File: src/rtl/sync_pkg.sv
// Shared defaults and sizing helper for the sync_debounce block.
package sync_pkg;

    localparam int SYNC_STAGES_DEF    = 2;
    localparam int SYNC_DB_CYCLES_DEF = 16;

    // Bits needed to hold 0..db_cycles.
    function automatic int cnt_width(input int db_cycles);
        return (db_cycles < 1) ? 1 : $clog2(db_cycles + 1);
    endfunction

endpackage

File: src/rtl/sync_chain.sv
// One channel's plain flop-chain synchronizer; no logic between stages.
module sync_chain
    import sync_pkg::*;
#(
    parameter int STAGES = SYNC_STAGES_DEF
) (
    input  logic clk,
    input  logic rst,
    input  logic d,
    output logic q
);

    logic [STAGES-1:0] ff;

    always_ff @(posedge clk) begin
        if (rst) begin
            ff <= '0;
        end else begin
            ff <= {ff[STAGES-2:0], d};
        end
    end

    assign q = ff[STAGES-1];

endmodule

File: src/rtl/sync_debounce.sv
// Multi-channel synchronizer + debounce with registered rise/fall pulses.
// Define SYNC_DEBOUNCE_EN to enable the per-channel debounce counters.
module sync_debounce
    import sync_pkg::*;
#(
    parameter int WIDTH     = 1,
    parameter int STAGES    = SYNC_STAGES_DEF,
    parameter int DB_CYCLES = SYNC_DB_CYCLES_DEF
) (
    input  logic             clk,
    input  logic             rst,
    input  logic [WIDTH-1:0] sig_in,
    output logic [WIDTH-1:0] sig_out,
    output logic [WIDTH-1:0] rise,
    output logic [WIDTH-1:0] fall
);

    if (WIDTH < 1 || WIDTH > 32) begin : g_bad_width
        $error("sync_debounce: WIDTH out of range");
    end
    if (STAGES < 2 || STAGES > 4) begin : g_bad_stages
        $error("sync_debounce: STAGES out of range");
    end
    if (DB_CYCLES < 1 || DB_CYCLES > 65535) begin : g_bad_db
        $error("sync_debounce: DB_CYCLES out of range");
    end

    logic [WIDTH-1:0] s;
    logic [WIDTH-1:0] out_d;
    logic [WIDTH-1:0] out_q;
    logic [WIDTH-1:0] rise_q;
    logic [WIDTH-1:0] fall_q;

    for (genvar i = 0; i < WIDTH; i++) begin : g_chain
        sync_chain #(
            .STAGES(STAGES)
        ) u_chain (
            .clk(clk),
            .rst(rst),
            .d  (sig_in[i]),
            .q  (s[i])
        );
    end

`ifdef SYNC_DEBOUNCE_EN
    localparam int CW = cnt_width(DB_CYCLES);
    localparam logic [CW-1:0] CNT_MAX = CW'(DB_CYCLES - 1);

    for (genvar i = 0; i < WIDTH; i++) begin : g_db
        logic [CW-1:0] cnt_q;
        logic          mismatch;

        assign mismatch = s[i] != out_q[i];

        // Counter clears on agreement and on acceptance, so it never passes CNT_MAX.
        always_ff @(posedge clk) begin
            if (rst || !mismatch || cnt_q == CNT_MAX) begin
                cnt_q <= '0;
            end else begin
                cnt_q <= cnt_q + CW'(1);
            end
        end

        assign out_d[i] = (mismatch && cnt_q == CNT_MAX) ? s[i] : out_q[i];
    end
`else
    assign out_d = s;
`endif

    // Pulses are registered alongside the level so they line up with the new sig_out.
    always_ff @(posedge clk) begin
        if (rst) begin
            out_q  <= '0;
            rise_q <= '0;
            fall_q <= '0;
        end else begin
            out_q  <= out_d;
            rise_q <= out_d & ~out_q;
            fall_q <= ~out_d & out_q;
        end
    end

    assign sig_out = out_q;
    assign rise    = rise_q;
    assign fall    = fall_q;

endmodule

File: config.mk
export PLATFORM = sky130hd
export DESIGN_NAME = sync_debounce
export DESIGN_NICKNAME = d
export VERILOG_FILES = /design/src/rtl/sync_pkg.sv /design/src/rtl/sync_chain.sv /design/src/rtl/sync_debounce.sv
export SDC_FILE = /design/constraint.sdc
export NUM_CORES = 1
export LEC_CHECK = 0
export CELL_PAD_IN_SITES_DETAIL_PLACEMENT = 0
export CELL_PAD_IN_SITES_GLOBAL_PLACEMENT = 1
export CORE_AREA = 2 2 39 41
export CTS_BUF_LIST = sky130_fd_sc_hd__clkbuf_16
export DETAILED_ROUTE_END_ITERATION = 6
export DIE_AREA = 0 0 41 43
export PLACE_DENSITY = 0.45
export SYNTH_ARGS = -nofsm -noshare
export SYNTH_HDL_FRONTEND = slang
export SYNTH_HIERARCHICAL = 1
export SYNTH_SLANG_ARGS = --single-unit
File: constraint.sdc
create_clock -name clk -period 0.9 [get_ports clk]
set_clock_uncertainty 0.15 [all_clocks]
set_input_delay 0.18 -clock clk [delete_from_list [all_inputs] [get_ports clk]]
set_output_delay 0.18 -clock clk [all_outputs]
set_load 0.03 [all_outputs]
==> results.md, run 1 <==
- Synthesized net count: 13
- Global-route wire length before repair: 407 um
- Critical path required time: 0.57 ns
- Top Layer Used: met4
- Combinational power share: 0.032
- Slew HR: 0.857
- Non-Filler Instances: 36
- Final setup fails: 3
- Worst-Margin Slew: 0.214 ns
- Vias in the first global route: 102
- Sequential area share after synthesis: 0.696
- Final GP Congestion: 0.499
- Failing checks: negative setup slack
- Switch share: 0.159
- Critical path launch point type: register
- Grt total ovfl: 0
- Initial core utilization: 0.104
- All-Layer GR Usage: 0.0472
- DIE WIDTH: 41 um
- Drt initial violations: 1
- Diode count: 0
- Synthesized area per cell: 14.4 um^2
- CP delay by family, top: flip-flops
- 1st-pass router iterations: 2
- Placed cells: 31
- Wire length on met3: 56 um
- Synth Instances: 10
- Pwr Density: 3160 nW/um^2
- Yosys Warn Count: 6
- Hold crit path type: input port to register
- Routed met2 length: 76 um
- Rows: 14
- Max-cap viol count: 0
- Tot Pwr: 981 uW
- Yosys reg bits: 5
- M1 WL: 82 um
- TritonCTS clock tree: built
- Drt total wl: 247 um
- WP buf/inv: 1
- Seq pwr share: 0.239
- Max FO, Critical Path: 2
- Net Sw Power: 156 uW
- Worst vdd ir: 892 uV
- H-tree Lvls: 1
- Yosys cell types: 3
- WL/cell: 6.86 um
- Routed Antenna Nets: 0
- CP max stage delay: 0.32 ns
- Routed vias: 110
- Tcrit/Tclk final: 1.11
- Worst Path Class, Setup: register to primary output
- Worst-path cell chain: buf_6
- TritonCTS Buffers: 3
- Critical path data arrival time: 0.67 ns
- Layout area overhead: 116%
- Internal cell power: 824 uW
- Initial antenna violation count: 0
- Hold_buf cts: 0
- Largest net degree at the start of global routing: 6
- Layout cells sized above 1: 0.600
- Slowest library cell on the worst path: dfxtp_2
- Max Fclk: 997 MHz
- Final slew viol count: 0
- Chip Height: 43 um
- Avg Vias per Cell: 3.06
- DIE AREA: 1760 um^2
- Critical Path End Type: primary output
- Clk buf depth: 2
- CTS sink cnt: 5
- CTS root buffer: clkbuf_16
- Tmin final: 1.00 ns
- Port-buffer cells: 5
- I/O pin total: 6
- Fin nets: 24
- Endpoints failing hold: 0
- Latest clock arrival within the worst-skew pair: 0.23 ns
- Core Area: 1380 um^2
- Cell area after synthesis: 144 um^2
- Final worst slack: -0.103 ns
- DRC: 0
- Clk pin slew, worst setup/hold paths: 0.03 ns
- Clk pwr share: 0.729
- Unrepaired setup endpoints after global routing: yes
- Leakage: 0.139 nW
- Status: finished with violations
## per-stage QoR
stage               instance area (um^2)  setup WS (ns)  utilization  setup TNS (ns)  hold WS [ns]
finish                               310         -0.103        0.224          -0.280         0.102
floorplan                            145         0.0984            -               0        0.0942
detailed placement                   208         -0.206        0.150           -1.01         0.268
CTS                                  308         -0.104        0.222          -0.291         0.285
global placement                     208         -0.185        0.150          -0.913         0.264
global route                         310         -0.122        0.224          -0.328         0.135
## kinds of logic after synthesis
family        share of synthesized area
simple gates                      0.304
flops                             0.696
## synth_stat cells, drive strengths merged
master	count	area, um^2
nor2b	3	18.8
dfxtp	5	100
nor3b	2	25.0
## cells in the final DEF, fill, tap and decap left out, drive strengths merged
| master | n |
|---|---|
| dlymetal6s2s | 1 |
| dfxtp | 5 |
| nor3b | 2 |
| inv | 1 |
| buf | 4 |
| clkdlybuf4s50 | 1 |
| clkbuf | 3 |
| nor2b | 3 |
## timing repair
action	CTS	global route
buffers inserted	1	0
gates resized for setup	5	1
endpoints found under the setup margin	3	5
## per-layer routing
metal  global-route usage  vias to the layer above
li1                     -                       51
met1               0.0323                       47
met2               0.0406                        8
met3               0.0628                        4
met4               0.0800                        0
met5                    0                        -
## worst paths after layout
| check | to | startpoint | slack (ns) | cells after the start |
|---|---|---|---|---|
| worst max-delay path | sig_out | sig_out$_SDFF_PP0_ | -0.10 | 1 |
| worst min-delay path | rise$_SDFF_PP0_ | rst | 0.10 | 2 |
| worst min register to register | fall$_SDFF_PP0_ | g_chain[0].u_chain/ff[1]$_SDFF_PP0_ | 0.28 | 1 |
| worst max register to register | fall$_SDFF_PP0_ | sig_out$_SDFF_PP0_ | 0.05 | 2 |
## sequential cells by signal, summed over array words and instances (netlist names)
register	flops
g_chain.u_chain/ff	2
fall	1
rise	1
sig_out	1
## power groups by stage
| stage | registers [mW] | clock network, mW | logic [mW] |
|---|---|---|---|
| 6_report | 0.234 | 0.715 | 0.0318 |
| 5_1_grt | 0.235 | 0.742 | 0.0345 |
| 4_1_cts | 0.234 | 0.729 | 0.0329 |
| 3_5_place_dp | 0.237 | 0 | 0.0289 |
| 3_3_place_gp | 0.237 | 0 | 0.0281 |
| 2_1_floorplan | 0.243 | 0 | 0.00576 |
## layout make-up
type | instances | area (um^2)
clock buffers | 3 | 75.1
clock inverters | 1 | 3.75
fillers | 149 | 1070
multi-input cells | 5 | 43.8
flip-flops and latches | 5 | 104
well taps | 16 | 20.0
repair buffers | 6 | 63.8
No activity file was read; power rests on OpenSTA's default activity.
==> inputs of run 2 (changes only) <==
- REMOVE_ABC_BUFFERS: default -> 1
==> results.md, run 2 (same netlist as run 1, synthesis figures left out) <==
- Non-Filler Instances: 36 (unchanged)
- Critical path data arrival time: 0.67 ns (about the same)
- Failing checks: negative setup slack
- Routed Antenna Nets: 0 (unchanged)
- Clk pwr share: 0.729 (about the same)
- Tcrit/Tclk final: 1.12 (+0.00143)
- Placed cells: 31 (unchanged)
- Critical path required time: 0.57 ns (about the same)
- Routed vias: 105 (-4.5%)
- Final setup fails: 3 (unchanged)
- TritonCTS clock tree: built
- Internal cell power: 825 uW (about the same)
- Pwr Density: 3160 nW/um^2 (+0.11%)
- Tot Pwr: 982 uW (+0.11%)
- CP delay by family, top: flip-flops
- Clk buf depth: 2 (unchanged)
- Worst-Margin Slew: 0.214 ns (-0.000263 ns)
- Final slew viol count: 0 (unchanged)
- CP max stage delay: 0.32 ns (about the same)
- DIE WIDTH: 41 um (unchanged)
- WP buf/inv: 1 (unchanged)
- Max reg flops: 2 (unchanged)
- Area of the multi-input gates: 43.8 um^2 (unchanged)
- Combinational power share: 0.032 (about the same)
- 1st-pass router iterations: 2 (unchanged)
- Leakage: 0.139 nW (about the same)
- Max FO, Critical Path: 2 (unchanged)
- Initial antenna violation count: 0 (unchanged)
- Seq pwr share: 0.238 (about the same)
- Clk pin slew, worst setup/hold paths: 0.03 ns (about the same)
- I/O pin total: 6 (unchanged)
- Max-cap viol count: 0 (unchanged)
- Diode count: 0 (unchanged)
- Hold_buf cts: 0 (unchanged)
- Max Fclk: 996 MHz (-0.13%)
- CTS root buffer: clkbuf_16
- Filler instances: 148 (-0.67%)
- Min Hold Slack: 0.105 ns (+0.00269 ns)
- Layout cells sized above 1: 0.600 (unchanged)
- Switch share: 0.160 (+0.000791)
- H-tree Lvls: 1 (unchanged)
- Vias in the first global route: 113 (+11%)
- Most flop-heavy register: g_chain.u_chain/ff
- Layout area overhead: 116% (unchanged)
- Critical Path End Type: primary output
- Grt total ovfl: 0 (unchanged)
- Commonest cells after routing, fill and taps aside: 3 x nor2b_1, 3 x clkbuf_16, 3 x dfxtp_2, 3 x buf_6
- Worst Path Class, Setup: register to primary output
- Avg Vias per Cell: 2.92 (-4.5%)
- Slowest library cell on the worst path: dfxtp_2
- Rows: 14 (unchanged)
- Critical path launch point type: register
- Unrepaired setup endpoints after global routing: yes
- Final worst slack: -0.104 ns (-0.00129 ns)
- WL/cell: 6.61 um (-3.6%)
- Core Area: 1380 um^2 (unchanged)
- DRC: 0 (unchanged)
- TritonCTS Buffers: 3 (unchanged)
- Tmin final: 1.00 ns (+0.00129 ns)
- Slew HR: 0.857 (about the same)
- DIE AREA: 1760 um^2 (unchanged)
- Drt total wl: 238 um (-3.6%)
- Endpoints failing hold: 0 (unchanged)
- Chip Height: 43 um (unchanged)
- Final GP Congestion: 0.482 (-3.3%)
- Hold crit path type: input port to register
- Global-route wire length before repair: 414 um (+1.7%)
- Worst vdd ir: 1610 uV (+80%)
- Net Sw Power: 157 uW (+0.61%)
- Worst-path cell chain: buf_6
- Drt initial violations: 2 (+1)
- Port-buffer cells: 5 (unchanged)
- Initial core utilization: 0.104 (unchanged)
- DP Worst Slack: -0.206 ns (+0.000677 ns)
- CTS sink cnt: 5 (unchanged)
- Setup TNS: -0.280 ns (+0.00000600 ns)
- Largest net degree at the start of global routing: 6 (unchanged)
- Fin nets: 24 (unchanged)
- Status: finished with violations
- Latest clock arrival within the worst-skew pair: 0.22 ns (about the same)
- All-Layer GR Usage: 0.0492 (+0.00196)
- Register area: 104 um^2 (unchanged)
## run 2: worst paths after layout
| path | slack [ns] | cells past startpoint | startpoint | end |
|---|---|---|---|---|
| max | -0.10 | 1 | sig_out$_SDFF_PP0_ | sig_out |
| min | 0.10 | 2 | rst | rise$_SDFF_PP0_ |
| max reg2reg | 0.05 | 2 | sig_out$_SDFF_PP0_ | fall$_SDFF_PP0_ |
| min reg2reg | 0.28 | 1 | g_chain[0].u_chain/ff[1]$_SDFF_PP0_ | fall$_SDFF_PP0_ |
## run 2: worst reg2reg max path, delay by kind of cell (launching register included)
family                 cells  cell delay, ns
buffers and inverters      1            0.13
DFF                        1            0.31
and+or+nand+nor            1            0.14
## run 2: metal layers
metal	GRT usage	share of wire	up-vias
li1	-	-	52
met1	0.0257	0.34	43
met3	0.0942	0.27	2
met2	0.0438	0.36	8
met5	0	0	-
met4	0.0600	0.025	0
## run 2: final cells by class
class / instances / area share
multi-input combinational: 5 / 0.141
timing repair buffer: 6 / 0.206
sequential: 5 / 0.335
tap: 16 / 0.0645
clock buffer: 3 / 0.242
clock inverter: 1 / 0.0121
## run 2: timing repair
action	in CTS	in global routing
cloned	0	0
pin swaps	0	1
gates resized for setup	6	1
buffers inserted	1	1
endpoints found under the setup margin	3	7
## run 2: through the flow
stage | util | cell area, um^2
2_1_floorplan | - | 144
3_3_place_gp | 0.149 | 206
3_5_place_dp | 0.149 | 206
4_1_cts | 0.222 | 308
5_1_grt | 0.224 | 310
6_report | 0.224 | 310
## run 2: power groups by stage
stage / Sequential [mW] / Combinational (mW) / Clock, mW
2_1_floorplan: 0.242 / 0.00576 / 0
3_3_place_gp: 0.236 / 0.0281 / 0
3_5_place_dp: 0.237 / 0.0288 / 0
4_1_cts: 0.234 / 0.0327 / 0.737
5_1_grt: 0.235 / 0.0346 / 0.753
6_report: 0.234 / 0.0317 / 0.716
